## config.mk

```make
export PLATFORM = sky130hd
export DESIGN_NAME = neuron_layer_buffer
export DESIGN_NICKNAME = d
export VERILOG_FILES = /design/src/rtl/neuron_layer_buffer.sv
export SDC_FILE = /design/constraint.sdc
export NUM_CORES = 1
export LEC_CHECK = 0
export CORE_ASPECT_RATIO = 1.2
export CORE_MARGIN = 3
export CORE_UTILIZATION = 60
export CTS_CLUSTER_DIAMETER = 60
export CTS_CLUSTER_SIZE = 16
export DETAILED_ROUTE_END_ITERATION = 12
export PLACE_DENSITY = 0.86
export SYNTH_ARGS = -nofsm -noshare
export SYNTH_HDL_FRONTEND = slang
export SYNTH_SLANG_ARGS = --single-unit
```

## constraint.sdc

```tcl
create_clock -name i_clk -period 9.8 [get_ports i_clk]
set_clock_uncertainty 0.05 [all_clocks]
set_input_delay 0.98 -clock i_clk [delete_from_list [all_inputs] [get_ports i_clk]]
set_output_delay 0.98 -clock i_clk [all_outputs]
set_load 0.005 [all_outputs]
```

## src/rtl/neuron_layer_buffer.sv

```systemverilog
// neuron_layer_buffer: storage for one fully-connected layer's neuron values.
// Values are loaded through a valid/ready port, either as single addressed
// beats or as an auto-incrementing burst. Reads return a registered window of
// OUTPUT_SZ consecutive neurons. A clear sweep zeroes the layer one entry per
// cycle so it can be refilled between inferences.
module neuron_layer_buffer #(
  parameter int SIZE      = 16,
  parameter int LAYER_SZ  = 10,
  parameter int OUTPUT_SZ = 4,
  parameter int ADDR_W    = 16
) (
  input  logic                      i_clk,
  input  logic                      i_reset,
  input  logic                      i_load_valid,
  output logic                      o_load_ready,
  input  logic                      i_load_burst,
  input  logic [ADDR_W-1:0]         i_load_address,
  input  logic [SIZE-1:0]           i_load_value,
  output logic                      o_load_err,
  input  logic                      i_clear,
  input  logic                      i_rd_req,
  input  logic [ADDR_W-1:0]         i_rd_address,
  output logic [OUTPUT_SZ*SIZE-1:0] o_values,
  output logic                      o_values_valid,
  output logic                      o_layer_full,
  output logic                      o_busy
);

  // Entry index width, and an extended address width one bit wider than the
  // ports so rd_address+i and burst pointer increments never wrap.
  localparam int IDX_W = (LAYER_SZ > 1) ? $clog2(LAYER_SZ) : 1;
  localparam int XW    = ADDR_W + 1;

  localparam logic [XW-1:0]    X_SZ     = XW'(LAYER_SZ);
  localparam logic [XW-1:0]    X_LAST   = XW'(LAYER_SZ - 1);
  localparam logic [IDX_W-1:0] IDX_LAST = IDX_W'(LAYER_SZ - 1);

  typedef enum logic [1:0] {
    ST_IDLE  = 2'd0,
    ST_BURST = 2'd1,
    ST_CLEAR = 2'd2
  } state_t;

  state_t                   r_state;
  state_t                   w_next_state;
  logic [XW-1:0]            r_ptr;
  logic [IDX_W-1:0]         r_clr_idx;
  logic [SIZE-1:0]          r_mem [LAYER_SZ];
  logic [LAYER_SZ-1:0]      r_vld;
  logic [OUTPUT_SZ*SIZE-1:0] r_values;
  logic                     r_values_valid;
  logic                     r_load_err;
  logic                     r_layer_full;

  logic                     w_load_ready;
  logic                     w_accept;
  logic [XW-1:0]            w_wr_addr;
  logic                     w_wr_en;
  logic                     w_err;
  logic                     w_rd_accept;
  logic [XW-1:0]            w_idx [OUTPUT_SZ];
  logic [OUTPUT_SZ*SIZE-1:0] w_window;

  // Load handshake, write target selection and next-state decision.
  // NOTE: every signal gets a default at the top of the block so no path
  // leaves one unassigned, which would otherwise infer a latch.
  always_comb begin
    w_next_state = r_state;
    w_load_ready = (r_state != ST_CLEAR);
    w_accept     = i_load_valid && w_load_ready;
    w_wr_addr    = (r_state == ST_BURST) ? r_ptr : {1'b0, i_load_address};
    w_wr_en      = w_accept && (w_wr_addr < X_SZ);
    w_err        = w_accept && !w_wr_en;
    w_rd_accept  = i_rd_req && (r_state != ST_CLEAR);

    case (r_state)
      ST_IDLE: begin
        if (w_accept) begin
          // A burst starting on the last entry is complete after one beat.
          if (i_load_burst && w_wr_en && (w_wr_addr != X_LAST)) begin
            w_next_state = ST_BURST;
          end
        end else if (i_clear) begin
          w_next_state = ST_CLEAR;
        end
      end
      ST_BURST: begin
        if (w_accept && (r_ptr == X_LAST)) begin
          w_next_state = ST_IDLE;
        end
      end
      ST_CLEAR: begin
        if (r_clr_idx == IDX_LAST) begin
          w_next_state = ST_IDLE;
        end
      end
      default: w_next_state = ST_IDLE;
    endcase
  end

  // Read window: slots beyond the last entry read as zero, no wrap.
  always_comb begin
    w_window = '0;
    for (int i = 0; i < OUTPUT_SZ; i++) begin
      w_idx[i] = {1'b0, i_rd_address} + XW'(i);
      if (w_idx[i] < X_SZ) begin
        w_window[i*SIZE +: SIZE] = r_mem[w_idx[i][IDX_W-1:0]];
      end
    end
  end

  // State register, burst pointer and clear-sweep index.
  // NOTE: sequential state uses non-blocking assignments so every flop samples
  // the pre-edge values regardless of statement order.
  always_ff @(posedge i_clk) begin
    if (i_reset) begin
      r_state   <= ST_IDLE;
      r_ptr     <= '0;
      r_clr_idx <= '0;
    end else begin
      r_state <= w_next_state;
      if (w_wr_en) begin
        r_ptr <= w_wr_addr + XW'(1);
      end
      if (r_state == ST_CLEAR) begin
        r_clr_idx <= (r_clr_idx == IDX_LAST) ? '0 : r_clr_idx + IDX_W'(1);
      end
    end
  end

  // Entry storage and valid bits: written by loads, zeroed by the sweep.
  // NOTE: the array is built from flops and reset explicitly because a reset
  // must leave every entry reading zero; a RAM macro could not do that.
  always_ff @(posedge i_clk) begin
    if (i_reset) begin
      for (int k = 0; k < LAYER_SZ; k++) begin
        r_mem[k] <= '0;
      end
      r_vld <= '0;
    end else if (r_state == ST_CLEAR) begin
      r_mem[r_clr_idx] <= '0;
      r_vld[r_clr_idx] <= 1'b0;
    end else if (w_wr_en) begin
      r_mem[w_wr_addr[IDX_W-1:0]] <= i_load_value;
      r_vld[w_wr_addr[IDX_W-1:0]] <= 1'b1;
    end
  end

  // Registered outputs: read window, its valid pulse, error pulse, full flag.
  always_ff @(posedge i_clk) begin
    if (i_reset) begin
      r_values       <= '0;
      r_values_valid <= 1'b0;
      r_load_err     <= 1'b0;
      r_layer_full   <= 1'b0;
    end else begin
      r_values_valid <= w_rd_accept;
      if (w_rd_accept) begin
        r_values <= w_window;
      end
      r_load_err   <= w_err;
      r_layer_full <= &r_vld;
    end
  end

  assign o_load_ready   = w_load_ready;
  assign o_load_err     = r_load_err;
  assign o_values       = r_values;
  assign o_values_valid = r_values_valid;
  assign o_layer_full   = r_layer_full;
  assign o_busy         = (r_state == ST_CLEAR);

endmodule

```

==> impl_metrics.tcl, run 1 <==
set metrics [dict create \
    status "completed" \
    final_nets 1661 \
    crit_arrival_ps 5380 \
    gp_congestion 0.905 \
    synth_edf_count 256 \
    placed_cells 2031 \
    post_cts_resized 0 \
    synth_nets 1611 \
    synth_top_area_share_pct 35.6 \
    cts_setup_buffers 0 \
    yosysSeqAreaShare_pct 44.9 \
    gr-usage-met2_pct 54.1 \
    netlist_instances 1549 \
    rows 75 \
    slew_viol_final 0 \
    ys.flop_type "edfxtp_1" \
    peakVddDrop_uv 137 \
    p_int_mw 2.49 \
    antenna_found_initial 0 \
    fin_crit_ps 5170 \
    synth_warnings 0 \
    worstSkewPairLatency_ps 580 \
    setup_viol 0 \
    grtUsageTotal_pct 33.9 \
    hold_class "flip-flop to flip-flop" \
    setup_slack_ps 4630 \
    swShare_pct 26.4 \
    initial_core_util_pct 61.3 \
    hpwl_microns 41600 \
    yosys.area.top_type "edfxtp_1" \
    clockRootBuffer "clkbuf_16" \
    relSlewSlack_pct 8.34 \
    cts_sinks 356 \
    grt_max_degree 77 \
    fin_util_pct 68.2 \
    firstDrtPassIters 5 \
    grt-ovfl-total 0 \
    holdBufCountCts 0 \
    fmax_mhz 193 \
    fin_cells 2083 \
    coreArea_sq_um 35200 \
    period_share_pct 52.8 \
    pin_count 123 \
    rsz0062_at_grt "no" \
    worstSetupPathType "input port to flip-flop" \
    clkTransAtPathRegs_ps 70 \
    antennaDiodeCount 0 \
    nFillCells 2326 \
    syn_to_final_growth_pct 11.3 \
    clockBufferDepth 3 \
    wirelength_microns 64500 \
    seq_power_share_pct 49.6 \
    numCtsBuffers 28 \
    ant_nets 0 \
    wl_per_cell_microns 31.0 \
    drc 0 \
    avgSynthCellArea_sq_um 13.9 \
    clock_power_share_pct 34.0 \
    async_flop_share_pct 0 \
    critPathMaxFanout 38 \
    dp_slack_ps 4240 \
    ys_ff_latch 356 \
    tns_ps 0 \
    htreeDepth 1 \
    die_area_sq_um 38300 \
    die_h_microns 214 \
    hold_violations 0 \
    cp.required_ps 10000 \
    busiest_layer "met2" \
    synthTopCellsByArea "edfxtp_1, mux4_2, dfxtp_1" \
    cts_tree "yes" \
    endpoint_kind "flip-flop" \
    synth_cell_types 85 \
    switchingPower_uw 893 \
    tightest_slew_ps 1370 \
    via_per_inst 7.71 \
    fp.dieW_microns 179 \
    syn-cell-area_sq_um 21600 \
    layout-drive-gt1-share_pct 24.9 \
    met3_usage_pct 9.02 \
    start_kind "input port" \
    port_buffers 122 \
    grt_util_met1_pct 43.9 \
    drt_iter0_drc 2625 \
    via_count 16100 \
    cap_violations 0 \
    grt_pass1_vias 15700 \
    finalPower_mw 3.39 \
    power_density_nw_per_um2 141 \
    grt_pass1_wl_microns 96300 \
    p_comb_share_pct 16.4 \
    leakage_nw 8.43 \
]
==> per-stage QoR <==
step / instance area (sq um) / hold slack [ps]
after floorplan: 21600 / 371
after global placement: 23100 / 384
after detailed placement: 23100 / 387
after CTS: 24000 / 396
after global routing: 24000 / 421
final: 24000 / 394
==> flip-flops by register name, indices dropped and copies added, names as in the netlist <==
| register | count |
|---|---|
| r_vld | 10 |
| r_clr_idx | 4 |
| r_ptr | 17 |
| o_layer_full | 1 |
| r_state | 2 |
| o_values_valid | 1 |
| r_mem | 256 |
| o_load_err | 1 |
| o_values | 64 |
==> power groups by stage <==
stage	logic, mW	clock network (mW)	registers, mW
final	0.556	1.15	1.68
after CTS	0.542	1.15	1.68
after global placement	0.523	0	1.70
after global routing	0.578	1.21	1.68
after floorplan	0.382	0	1.69
after detailed placement	0.537	0	1.71
==> cell type report <==
cell class / count / area (sq um) / area share, %
inverter: 24 / 90.1 / 0.375
clock buffer: 45 / 828 / 3.45
sequential: 356 / 9690 / 40.4
clock inverter: 7 / 76.3 / 0.318
tap: 462 / 578 / 2.41
multi-input combinational: 1032 / 11300 / 46.9
timing repair buffer: 157 / 1490 / 6.19
==> routing by layer <==
| layer | vias to the layer above | routed length, microns |
|---|---|---|
| met2 | 1599 | 30100 |
| li1 | 6359 | - |
| met5 | - | 0 |
| met4 | 0 | 3910 |
| met3 | 330 | 9890 |
| met1 | 7770 | 20600 |
==> cell usage after synthesis (7+ instances only) <==
| library cell | count |
|---|---|
| buf_1 | 10 |
| nand4_1 | 12 |
| nand3_1 | 30 |
| nor2_1 | 54 |
| inv_1 | 22 |
| mux2i_1 | 56 |
| nor2b_1 | 22 |
| nor4_1 | 9 |
| o21ai_1 | 11 |
| a22o_1 | 32 |
| buf_2 | 64 |
| a211oi_1 | 17 |
| nor3_1 | 20 |
| a21oi_1 | 43 |
| and3_1 | 58 |
| xnor2_1 | 8 |
| o21ai_0 | 21 |
| o31ai_1 | 7 |
| a22oi_1 | 19 |
| ha_1 | 8 |
| nand2_1 | 87 |
| clkbuf_1 | 52 |
| and2_1 | 126 |
| o22ai_1 | 16 |
| edfxtp_1 | 256 |
| dfxtp_1 | 100 |
| mux4_2 | 269 |
| nand2b_1 | 7 |
==> kinds of logic (layout without fill, tap and decap cells) <==
group                      Yosys count  after routing  synth area share, %
muxes                              335            335                 31.3
DFF                                356            356                 44.9
buffers and inverters              161            233                 3.41
adders and majority gates            8              8                0.464
AOI/OAI and AO/OA                  210            210                 6.99
and+or+nand+nor                    464            464                 12.3
xor gates and xnor gates            15             15                0.644
==> placed cells by master, fill, tap and decap left out, types with 4 or more instances in the layout <==
cell type / count
edfxtp_1: 256
inv_1: 24
xor2_1: 5
dfxtp_1: 100
o21ai_0: 18
nor3b_1: 4
a22o_1: 32
o21ai_1: 14
nand4b_1: 4
nor3_1: 17
nand2_1: 87
buf_4: 35
nand2b_1: 7
nor4_4: 4
o31ai_1: 5
nand4_1: 12
o22ai_1: 16
a21o_1: 4
nor4_1: 9
ha_1: 7
xnor2_1: 6
nor2b_1: 20
nor2_2: 4
a22oi_1: 19
a31o_2: 4
and3_1: 58
nand3_1: 30
clkbuf_16: 31
mux2i_1: 56
nor2_1: 52
nor3_2: 4
mux4_2: 269
mux2_2: 6
a211oi_1: 17
and2_1: 126
a21oi_1: 42
clkdlybuf4s50_1: 119
clkbuf_1: 14
==> final timing paths <==
kind                            slack [ps]                         to  depth (start not counted)                      start
worst max register to register        5260     r_mem[15][7]$_DFFE_PP_                          7    r_state[0]$_SDFFE_PP0P_
worst min register to register         390  o_values[39]$_SDFFE_PP0P_                          2  o_values[39]$_SDFFE_PP0P_
worst max-delay path                  4630     r_mem[15][7]$_DFFE_PP_                          9                    i_reset
worst min-delay path                   390  o_values[39]$_SDFFE_PP0P_                          2  o_values[39]$_SDFFE_PP0P_
==> critical path, stage by stage <==
cell and delay [ps]:
clkdlybuf4s50_1 400, buf_4 290, inv_1 550, and3_1 950
nand2_1 240, o31ai_4 760, nand2_1 260, nor2_2 530
buf_4 370
Note: power is estimated with default switching activity, not from simulation.
==> run 2: changes to the inputs <==
==> constraint.sdc (replaced) <==
create_clock -name i_clk -period 4.9 [get_ports i_clk]
set_clock_uncertainty 0.05 [all_clocks]
set_input_delay 0.49 -clock i_clk [delete_from_list [all_inputs] [get_ports i_clk]]
set_output_delay 0.49 -clock i_clk [all_outputs]
set_load 0.005 [all_outputs]
==> run 2 against run 1 <==
Effect of this change: core utilization increased by 0.43 points; sequential share of layout area decreased by 0.25 points; largest cell class unchanged; cell count increased by 0.82%; critical path depth decreased by 2; global-route usage decreased by 0.39 points; combinational power increased by 100%; total power increased by 100%; via count decreased by 0.42%; cell area increased by 0.64%.
==> impl_metrics.tcl, run 2 (synthesized netlist as in run 1, its figures left out) <==
set metrics [dict create \
    via_count 16000 \
    fp.dieW_microns 179 \
    gp_congestion 0.919 \
    cts_tree "yes" \
    ant_nets 0 \
    syn_to_final_growth_pct 12.0 \
    hold_class "flip-flop to flip-flop" \
    setup.worst_path.start "r_state[1]$_SDFFE_PP0P_" \
    slew_viol_final 0 \
    seq_area_sq_um 9690 \
    drc 0 \
    tns_ps 0 \
    grt_pass1_wl_microns 96000 \
    r2r-end "r_mem[9][4]$_DFFE_PP_" \
    tightest_slew_ps 1030 \
    fin_crit_ps 3710 \
    rsz0062_at_grt "no" \
    fmax_mhz 270 \
    cp.required_ps 5080 \
    fin_util_pct 68.7 \
    grt-ovfl-total 0 \
    cap_violations 0 \
    hold_start "o_values[41]$_SDFFE_PP0P_" \
    relSlewSlack_pct 31.5 \
    die_h_microns 214 \
    coreArea_sq_um 35200 \
    worstSkewPairLatency_ps 590 \
    max_stage_delay_ps 650 \
    worstRegToRegCells 7 \
    port_buffers 122 \
    multi_input_comb_area_sq_um 11200 \
    r2r_slack_ps 1190 \
    rows 75 \
    min_to "o_values[41]$_SDFFE_PP0P_" \
    firstDrtPassIters 5 \
    critPathTopFamily "simple AND/OR/NAND/NOR gates" \
    layout-drive-gt1-share_pct 25.8 \
    grt_pass1_vias 15800 \
    wl_per_cell_microns 30.2 \
    initial_core_util_pct 61.3 \
    nFillCells 2252 \
    antennaDiodeCount 0 \
    crit_chain "nand2b_1, mux2i_2, a22oi_2, a31o_2, nor2_2, nor4b_2, buf_4" \
    post_cts_resized 0 \
    antenna_found_initial 1 \
    grtUsageTotal_pct 33.5 \
    numCtsBuffers 29 \
    pin_count 123 \
    crit_buf_inv 1 \
    htreeDepth 1 \
    critPathMaxFanout 18 \
    final_cell_mix "mux4_2, edfxtp_1, and2_1, clkdlybuf4s50_1, dfxtp_1" \
    clkTransAtPathRegs_ps 70 \
    hpwl_microns 41900 \
    power_density_nw_per_um2 283 \
    via_per_inst 7.61 \
    start_kind "flip-flop" \
    leakage_nw 8.53 \
    largest_register_ffs 256 \
    final_nets 1677 \
    cts_setup_buffers 0 \
    hold_depth 2 \
    wirelength_microns 63500 \
    endpoint_kind "flip-flop" \
    cts_sinks 356 \
    die_area_sq_um 38300 \
    final_common_cell "mux4_2" \
    period_share_pct 75.6 \
    drt_iter0_drc 2660 \
    top_register "r_mem" \
    worstSetupPathType "flip-flop to flip-flop" \
    cp_slowest_cell "nor2_2" \
    crit_arrival_ps 3890 \
    reg2reg_from "r_state[1]$_SDFFE_PP0P_" \
    clockRootBuffer "clkbuf_16" \
    peakVddDrop_uv 275 \
    clockBufferDepth 3 \
    grt_max_degree 150 \
    status "completed" \
    setup_viol 0 \
    hold_violations 0 \
    holdBufCountCts 0 \
]
[run 2: where the power goes]
group	total [mW]	internal [mW]	switching (mW)
Combinational	1.12	0.500	0.620
Sequential	3.36	3.28	0.0867
Clock	2.34	1.23	1.11
[run 2: routing by layer]
layer	vias up	GRT usage (%)	share of wire, %
met5	-	0	0.017
met3	286	11.3	16
met1	7791	43.8	32
met2	1511	51.5	46
li1	6400	-	-
met4	2	15.4	5.8
[run 2: area by class of cell]
type                    count  share of cell area (%)
multi-input cells        1032                    46.5
flip-flops and latches    356                    40.1
repair buffers            172                    6.72
clock buffers              44                    3.58
well taps                 462                    2.39
inverters                  24                   0.373
clock inverters            10                   0.295
[run 2: worst max path at each step]
| stage | end | slack, ps | cells after the start |
|---|---|---|---|
| after floorplan | r_mem[9][0]$_DFFE_PP_ | 890 | 7 |
| after global placement | o_values[50]$_SDFFE_PP0P_ | 1170 | 9 |
| after detailed placement | o_values[54]$_SDFFE_PP0P_ | 1070 | 10 |
| after CTS | r_mem[9][4]$_DFFE_PP_ | 1260 | 7 |
| after global routing | r_mem[9][0]$_DFFE_PP_ | 1120 | 7 |
| final | r_mem[9][4]$_DFFE_PP_ | 1190 | 7 |
[run 2: through the flow]
step	area [sq um]	power [mW]	hold WS, ps	setup WS, ps	instances
detailed placement	23200	4.51	393	1070	2046
global placement	23200	4.47	384	1170	2046
CTS	24200	6.79	398	1260	2100
floorplan	21600	4.15	371	894	1549
finish	24200	6.83	400	1190	2100
global route	24200	7.00	425	1120	2100
[run 2: tightest hold or removal path: stages, from the launching register on]
cell	delay, ps
dfxtp_1	320
nand2_1	50
o21ai_1	50
==> run 3: changes to the inputs <==
==> constraint.sdc (replaced) <==
create_clock -name i_clk -period 3.7 [get_ports i_clk]
set_clock_uncertainty 0.05 [all_clocks]
set_input_delay 0.37 -clock i_clk [delete_from_list [all_inputs] [get_ports i_clk]]
set_output_delay 0.37 -clock i_clk [all_outputs]
set_load 0.005 [all_outputs]
==> run 3 against run 2 <==
Effect of this change: critical path type unchanged; sequential power grew 33%; critical endpoint is now r_mem[10][1]$_DFFE_PP_; die area is the same; clock-buffer cell count is the same; global-route usage grew 0.97 points; largest power group unchanged; worst hold slack lost 40 ps.
==> impl_metrics.tcl, run 3 (synthesized netlist as in run 1, its figures left out) <==
set metrics [dict create \
    status "completed" \
    wl_per_cell_microns 30.8 \
    wirelength_microns 65400 \
    largest_register_ffs 256 \
    critPathMaxFanout 16 \
    clockRootBuffer "clkbuf_16" \
    antenna_found_initial 0 \
    layout-drive-gt1-share_pct 26.6 \
    cts_sinks 356 \
    tightest_slew_ps 1170 \
    htreeDepth 1 \
    final_cell_mix "mux4_2, edfxtp_1, and2_1, clkdlybuf4s50_1, dfxtp_1" \
    final_common_cell "mux4_2" \
    peakVddDrop_uv 363 \
    antennaDiodeCount 0 \
    grt_max_degree 128 \
    die_area_sq_um 38300 \
    hold_class "input port to flip-flop" \
    pin_count 123 \
    r2r-end "r_mem[10][1]$_DFFE_PP_" \
    worstRegToRegCells 8 \
    clkTransAtPathRegs_ps 70 \
    finalPower_mw 8.97 \
    routed.top_layer "met4" \
    fp.dieW_microns 179 \
    hold_violations 0 \
    wl_met3_microns 10900 \
    critPathTopFamily "simple AND/OR/NAND/NOR gates" \
    cp_slowest_cell "nand2b_1" \
    wl_met1_microns 20400 \
    crit_chain "nand2b_1, mux2i_4, nand2_1, o31ai_4, buf_4, nand2_1, nor3_2, buf_4" \
    cp.required_ps 3880 \
    top_register "r_mem" \
    final_nets 1703 \
    coreArea_sq_um 35200 \
    worstSkewPairLatency_ps 580 \
    relSlewSlack_pct 21.9 \
    grt_pass1_vias 16100 \
    grt_pass1_wl_microns 98500 \
    rows 75 \
    worstSetupPathType "flip-flop to flip-flop" \
    drt_iter0_drc 2670 \
    via_count 16300 \
    numCtsBuffers 29 \
    r2r_slack_ps 340 \
    cap_violations 0 \
    leakage_nw 8.65 \
    period_share_pct 90.8 \
    slew_viol_final 0 \
    firstDrtPassIters 8 \
    crit_buf_inv 2 \
    hpwl_microns 43400 \
    post_cts_resized 0 \
    ant_nets 0 \
    hold-worst-slack_ps 361 \
    start_kind "flip-flop" \
    rsz0062_at_grt "no" \
    clockBufferDepth 3 \
    port_buffers 122 \
    die_h_microns 214 \
    syn_to_final_growth_pct 12.9 \
    min_to "o_values[46]$_SDFFE_PP0P_" \
    initial_core_util_pct 61.3 \
    fin_crit_ps 3360 \
    drc 0 \
    cts_tree "yes" \
    cp.depth 8 \
    hold_depth 6 \
    hold_start "i_rd_address[1]" \
    power_density_nw_per_um2 368 \
    max_stage_delay_ps 520 \
    setup_viol 0 \
    dr_wl_met2_microns 30500 \
    fmax_mhz 298 \
    via_per_inst 7.68 \
    grtUsageTotal_pct 34.5 \
    grt-ovfl-total 0 \
    reg2reg_from "r_state[1]$_SDFFE_PP0P_" \
    crit_arrival_ps 3540 \
    holdBufCountCts 0 \
    gp_congestion 0.898 \
    cts_setup_buffers 0 \
    endpoint_kind "flip-flop" \
]
## run 3: power breakdown
group	switching (mW)	internal, mW	total [mW]	leakage (nW)
Combinational	0.843	0.688	1.53	4.80
Sequential	0.118	4.34	4.46	3.43
Clock	1.45	1.52	2.98	0.424
## run 3: how the worst max path moves through the flow
stage	from	end	slack, ps
after floorplan	r_state[1]$_SDFFE_PP0P_	r_mem[0][0]$_SDFFCE_PN0P_	-50
after global placement	i_load_address[13]	r_mem[10][7]$_DFFE_PP_	480
after detailed placement	i_load_address[11]	r_mem[10][7]$_DFFE_PP_	330
after CTS	r_state[1]$_SDFFE_PP0P_	r_mem[6][15]$_SDFFCE_PN0P_	400
after global routing	r_state[1]$_SDFFE_PP0P_	r_mem[6][1]$_SDFFCE_PN0P_	220
final	r_state[1]$_SDFFE_PP0P_	r_mem[10][1]$_DFFE_PP_	340
## run 3: per-layer routing
layer  GRT usage [%]  vias to the layer above
met1            43.5                     7888
li1                -                     6425
met5               0                        -
met2            55.0                     1681
met3            11.3                      337
met4            15.5                        0
## run 3: final cells by class
| type | count | area, sq um |
|---|---|---|
| Clock buffer | 44 | 803 |
| Clock inverter | 10 | 81.3 |
| Fill cell | 2268 | 10800 |
| Inverter | 24 | 90.1 |
| Multi-Input combinational cell | 1032 | 11300 |
| Sequential cell | 356 | 9690 |
| Tap cell | 462 | 578 |
| Timing Repair Buffer | 198 | 1870 |
## run 3: worst register-to-register path: cells and delay by family, from the launching register on
kind,cells,cell delay [ps]
AND/OR/NAND/NOR,4,1030
multiplexers,1,400
flip-flops,1,420
AO/OA/AOI/OAI,1,420
buffers and inverters,2,680
## run 3: per-stage QoR
stage          setup TNS [ps]  instances  utilization, %  setup slack [ps]  area (sq um)
2_1_floorplan           -1760       1549               -             -55.0         21600
3_3_place_gp                0       2072            66.7               477         23500
3_5_place_dp                0       2072            66.7               329         23500
4_1_cts                     0       2126            69.3               403         24400
5_1_grt                     0       2126            69.3               225         24400
6_report                    0       2126            69.3               339         24400
